`src/rtl/adder_error_monitor.sv`:
```
// adder_error_monitor
// Streaming error-metric engine for an N-bit approximate adder. Each accepted
// (approx_sum, exact_sum) pair flows through a two-stage pipeline: stage 1
// forms the unsigned error distance and mismatch flag, stage 2 folds them into
// the error count, the saturating total distance and the running maximum.
// A run covers a programmed number of samples and ends with a one-cycle done.
//
// Optional feature macro: ADDER_ERR_BIAS_EN
//   When defined, adds a signed, wrapping accumulator bias_sum of the signed
//   difference (approx_sum - exact_sum) for mean-error-bias measurement.
//   When undefined, the port and its signed datapath are absent.

module adder_error_monitor #(
    parameter int N     = 16,
    parameter int CNT_W = 32,
    parameter int ACC_W = 48
) (
    input  logic             clk,
    input  logic             rst_n,
    input  logic             start,
    input  logic [CNT_W-1:0] num_samples,
    input  logic             in_valid,
    output logic             in_ready,
    input  logic [N-1:0]     approx_sum,
    input  logic [N-1:0]     exact_sum,
    output logic             busy,
    output logic             done,
    output logic [CNT_W-1:0] sample_count,
    output logic [CNT_W-1:0] err_count,
    output logic [ACC_W-1:0] sum_ed,
    output logic [N-1:0]     max_ed,
    output logic             ovf
`ifdef ADDER_ERR_BIAS_EN
    ,
    output logic signed [ACC_W:0] bias_sum
`endif
);

    typedef enum logic [1:0] {
        IDLE,
        RUN,
        DRAIN,
        DONE
    } state_t;

    state_t state, state_next;

    logic [CNT_W-1:0] num_lat;
    logic             drain_cnt;
    logic             start_ok;
    logic             xfer;
    logic             last_xfer;

    logic [N-1:0]     ed_next;
    logic             s1_valid;
    logic [N-1:0]     s1_ed;
    logic             s1_mismatch;
    logic [ACC_W:0]   sum_wide;

`ifdef ADDER_ERR_BIAS_EN
    logic signed [N:0] s1_diff;
`endif

    // Handshake and status decode; in_ready closes once the run quota is met
    always_comb begin
        start_ok  = (state == IDLE) && start;
        in_ready  = (state == RUN) && (sample_count < num_lat);
        xfer      = in_valid && in_ready;
        last_xfer = xfer && ((sample_count + CNT_W'(1)) == num_lat);
        busy      = (state == RUN) || (state == DRAIN);
        done      = (state == DONE);
    end

    // Next-state logic; a zero-length run skips straight to the drain wait
    always_comb begin
        state_next = state;
        case (state)
            IDLE: begin
                if (start) begin
                    if (num_samples == '0) begin
                        state_next = DRAIN;
                    end else begin
                        state_next = RUN;
                    end
                end
            end
            RUN: begin
                if (last_xfer) begin
                    state_next = DRAIN;
                end
            end
            DRAIN: begin
                if (drain_cnt) begin
                    state_next = DONE;
                end
            end
            DONE: begin
                state_next = IDLE;
            end
            default: begin
                state_next = IDLE;
            end
        endcase
    end

    // State register
    always_ff @(posedge clk) begin
        if (!rst_n) begin
            state <= IDLE;
        end else begin
            state <= state_next;
        end
    end

    // Run control: latched quota, accepted-sample counter and two-cycle drain timer
    always_ff @(posedge clk) begin
        if (!rst_n) begin
            num_lat      <= '0;
            sample_count <= '0;
            drain_cnt    <= 1'b0;
        end else begin
            if (start_ok) begin
                num_lat      <= num_samples;
                sample_count <= '0;
            end else if (xfer) begin
                sample_count <= sample_count + CNT_W'(1);
            end
            drain_cnt <= (state == DRAIN) ? 1'b1 : 1'b0;
        end
    end

    // Error distance as a true magnitude: subtract the smaller operand from the larger
    always_comb begin
        if (approx_sum >= exact_sum) begin
            ed_next = approx_sum - exact_sum;
        end else begin
            ed_next = exact_sum - approx_sum;
        end
    end

    // Stage 1: capture distance and mismatch for each accepted sample
    always_ff @(posedge clk) begin
        if (!rst_n) begin
            s1_valid    <= 1'b0;
            s1_ed       <= '0;
            s1_mismatch <= 1'b0;
        end else begin
            s1_valid    <= xfer;
            s1_ed       <= ed_next;
            s1_mismatch <= (approx_sum != exact_sum);
        end
    end

    // Widened sum so a carry out of the accumulator signals saturation
    always_comb begin
        sum_wide = {1'b0, sum_ed} + (ACC_W + 1)'(s1_ed);
    end

    // Stage 2: accumulate metrics; results hold until the next accepted start
    always_ff @(posedge clk) begin
        if (!rst_n) begin
            err_count <= '0;
            sum_ed    <= '0;
            max_ed    <= '0;
            ovf       <= 1'b0;
        end else if (start_ok) begin
            err_count <= '0;
            sum_ed    <= '0;
            max_ed    <= '0;
            ovf       <= 1'b0;
        end else if (s1_valid) begin
            if (s1_mismatch) begin
                err_count <= err_count + CNT_W'(1);
            end
            if (sum_wide[ACC_W]) begin
                sum_ed <= '1;
                ovf    <= 1'b1;
            end else begin
                sum_ed <= sum_wide[ACC_W-1:0];
            end
            if (s1_ed > max_ed) begin
                max_ed <= s1_ed;
            end
        end
    end

`ifdef ADDER_ERR_BIAS_EN
    // Signed difference for the bias path, one bit wider than the operands
    always_ff @(posedge clk) begin
        if (!rst_n) begin
            s1_diff <= '0;
        end else begin
            s1_diff <= $signed({1'b0, approx_sum}) - $signed({1'b0, exact_sum});
        end
    end

    // Wrapping two's-complement bias accumulator, cleared with the other results
    always_ff @(posedge clk) begin
        if (!rst_n) begin
            bias_sum <= '0;
        end else if (start_ok) begin
            bias_sum <= '0;
        end else if (s1_valid) begin
            bias_sum <= bias_sum + (ACC_W + 1)'(s1_diff);
        end
    end
`endif

endmodule
```
`config.mk`:
```
export PLATFORM = sky130hd
export DESIGN_NAME = adder_error_monitor
export DESIGN_NICKNAME = d
export VERILOG_FILES = /design/src/rtl/adder_error_monitor.sv
export SDC_FILE = /design/constraint.sdc
export NUM_CORES = 1
export LEC_CHECK = 0
export CORE_MARGIN = 8
export CORE_UTILIZATION = 56
export CTS_BUF_LIST = sky130_fd_sc_hd__clkbuf_8
export DETAILED_ROUTE_END_ITERATION = 16
export GPL_TIMING_DRIVEN = 0
export PLACE_DENSITY = 0.94
export RECOVER_POWER = 100
export SYNTH_ARGS = -nofsm -noshare
export SYNTH_HDL_FRONTEND = slang
export SYNTH_SLANG_ARGS = --single-unit
```
`constraint.sdc`:
```
create_clock -name clk -period 3.69 [get_ports clk]
set_clock_uncertainty 0.15 [all_clocks]
set_input_delay 0.5535 -clock clk [delete_from_list [all_inputs] [get_ports clk]]
set_output_delay 0.5535 -clock clk [all_outputs]
set_load 0.1 [all_outputs]
```
==> impl_metrics.json <==
{
  "outcome": "complete, no violations",
  "cts_buffers": 17,
  "n_antenna_cell": 0,
  "antenna_found_initial": 0,
  "finalHoldWorstSlack_ps": 322,
  "grt_max_degree": 17,
  "dpl_cell_area_sq_mm": 0.0142,
  "finalHoldViolCount": 0,
  "die_w_um": 161,
  "start_util_pct": 56.7,
  "gr-total-overflow": 0,
  "synth.most_common_cell": "dfxtp_1",
  "hp-class": "register to register",
  "grt_pass1_wl_mm": 58.4,
  "synth_top_family_by_area": "simple AND/OR/NAND/NOR gates",
  "fp-row-count": 53,
  "synth_cells": 1489,
  "crit_arrival_ps": 2910,
  "clkPwrFrac_pct": 26.4,
  "muxShareOfSynthArea_pct": 2.86,
  "avgSynthCellArea_sq_um": 7.95,
  "clock_latency_ps": 480,
  "die_y_um": 161,
  "setup_viol": 0,
  "yosys-top-cells-count": "182 x dfxtp_1, 148 x nand2_1, 140 x a21oi_1",
  "drtPass1Iterations": 6,
  "clock_sinks": 182,
  "syn_nets": 1661,
  "finalSetupTns_ps": 0,
  "place.gp.congestion": 0.952,
  "crit_fanout": 5,
  "synth-compound-area-share_pct": 17.6,
  "cts_tree": "built",
  "power_frac_comb_pct": 32.5,
  "synth_area_leaders": "dfxtp_1 31%, ha_1 11%, a21oi_1 5.9%, xnor2_1 5.6%, nand2_1 4.7%",
  "p_seq_share_pct": 41.1,
  "ant_nets": 0,
  "fmax_ghz": 0.277,
  "totalWireLength_mm": 36.6,
  "synth_top_area_share_pct": 30.8,
  "relSlewSlack_pct": 28.4,
  "ir_worst_vdd_mv": 0.393,
  "h-tree-depth": 4,
  "power.total_mw": 5.37,
  "via_per_inst": 6.03,
  "core_area_sq_mm": 0.0209,
  "start_kind": "register",
  "grt_pass1_vias": 11716,
  "cts.path.max_buffers": 2,
  "drv_cap": 0,
  "vias": 12036,
  "pin_count": 200,
  "pre_cts_ws_ps": -625,
  "post_layout_nonfiller_instances": 1996,
  "yosys_register_bits": 182,
  "synthXorXnorAreaFrac_pct": 9.17,
  "dp.cells": 1963,
  "synth_edf_count": 0,
  "grt_use_met2_pct": 44.0,
  "cp.required_ps": 2990,
  "synthAdderAreaFrac_pct": 11.2,
  "port_buffers": 199,
  "fin_crit_sh_pct": 97.9,
  "synthFlopType": "dfxtp_1",
  "fp.dieArea_sq_mm": 0.0261,
  "wl_per_cell_um": 18.3,
  "dp_hpwl_mm": 28.6,
  "yosys.area.top_type": "dfxtp_1",
  "ys_seq_area_share_pct": 30.8,
  "worst_pin_slew_ps": 1070,
  "synthSimpleGateAreaFrac_pct": 22.7,
  "clk_pin_slew_ps": 100,
  "intPower_mw": 3.35,
  "drtIter0Drc": 978,
  "drive_gt1_share_pct": 7.32,
  "busiest_layer": "met2",
  "area_growth_pct": 24.8,
  "fin_crit_ps": 3610,
  "crit_type": "register to output pin",
  "cts-root-buf": "clkbuf_8",
  "synth_cell_type_count": 75,
  "power_density_mw_per_mm2": 363,
  "synth_area_sq_mm": 0.0118,
  "grt_util_met3_pct": 5.47,
  "drc": 0,
  "swShare_pct": 37.7,
  "async_reset_ff_share_pct": 0,
  "endpoint_kind": "output pin",
  "p_switching_mw": 2.03,
  "p_leak_nw": 5.65,
  "ys.warnings.count": 0,
  "finalWorstSetupSlack_ps": 78.9,
  "design_area_sq_mm": 0.0148,
  "layout.nets": 1880,
  "drv_slew": 0,
  "post-route-util_pct": 70.8,
  "grt_util_all_layers_pct": 27.0,
  "met1_usage_pct": 34.1
}
registers in the layout, indices dropped and copies added, names as in the netlist, 2 cells and up:
register	flops
sample_count	32
err_count	32
max_ed	16
sum_ed	48
s1_ed	16
num_lat	32
state	2
path summary, 6_finish.rpt:
| kind | cells past startpoint | from | end | slack (ps) |
|---|---|---|---|---|
| max | 8 | num_lat[6] | in_ready | 80 |
| min | 2 | num_lat[0] | num_lat[0] | 320 |
| max reg2reg | 10 | sample_count[8] | state[1] | 90 |
| min reg2reg | 2 | num_lat[0] | num_lat[0] | 320 |
layout by cell type, fill, tap and decap left out, drive strengths merged, types with 12 or more instances in the layout:
cell type,synthesis,final
nand4,40,40
dfxtp,182,182
a21o,16,16
mux2i,29,29
buf,16,21
nor4,20,20
o21ai,69,69
or3,25,25
nand3,54,54
and3,26,26
xor2,48,48
clkdlybuf4s50,0,197
nand2,148,148
nor3,42,42
nor2b,12,12
ha,101,101
xnor2,76,76
a21oi,143,143
a211oi,12,12
clkbuf,46,62
nor2,128,128
o21a,16,16
and4,12,12
inv,107,111
per-layer routing:
layer | vias to the layer above | share of wire, %
li1 | 5687 | -
met2 | 618 | 46
met5 | - | 0
met3 | 97 | 8.8
met1 | 5634 | 42
met4 | 0 | 3.3
area by class of cell:
cell class	count	area, sq um
clock inverters	13	146
well taps	275	344
inverters	107	402
multi-input cells	1138	7650
repair buffers	203	2020
flip-flops and latches	182	3680
plain buffers	59	279
fillers	1633	6100
clock buffers	19	262
timing repair:
action                                  in CTS  in global routing
pin swaps                                    2                  4
hold buffers                                 0                  0
buffers inserted                             2                  2
gates resized for setup                     12                 29
endpoints found under the setup margin      21                 61
critical path, stage by stage, from the launching register on:
cell and delay [ps]:
dfxtp_1 450, inv_1 70, ha_1 300, a2111oi_1 430, nand2_1 90, a31oi_1 240
o21ai_1 210, a31oi_4 360, buf_6 280
cells by family (layout without fill, tap and decap cells):
group                      Yosys count  after routing
AOI/OAI and AO/OA                  332            332
xor gates and xnor gates           124            124
adders and majority gates          104            104
buffers and inverters              169            401
DFF                                182            182
muxes                               33             33
and+or+nand+nor                    545            545
power groups by stage:
| stage | combinational, mW | clock [mW] | sequential [mW] |
|---|---|---|---|
| final | 1.75 | 1.42 | 2.21 |
| after global routing | 1.89 | 1.50 | 2.22 |
| after CTS | 1.69 | 1.42 | 2.20 |
| after detailed placement | 1.68 | 0 | 2.25 |
| after global placement | 1.62 | 0 | 2.24 |
| after floorplan | 1.08 | 0 | 2.34 |
No activity file was read; power rests on OpenSTA's default activity.
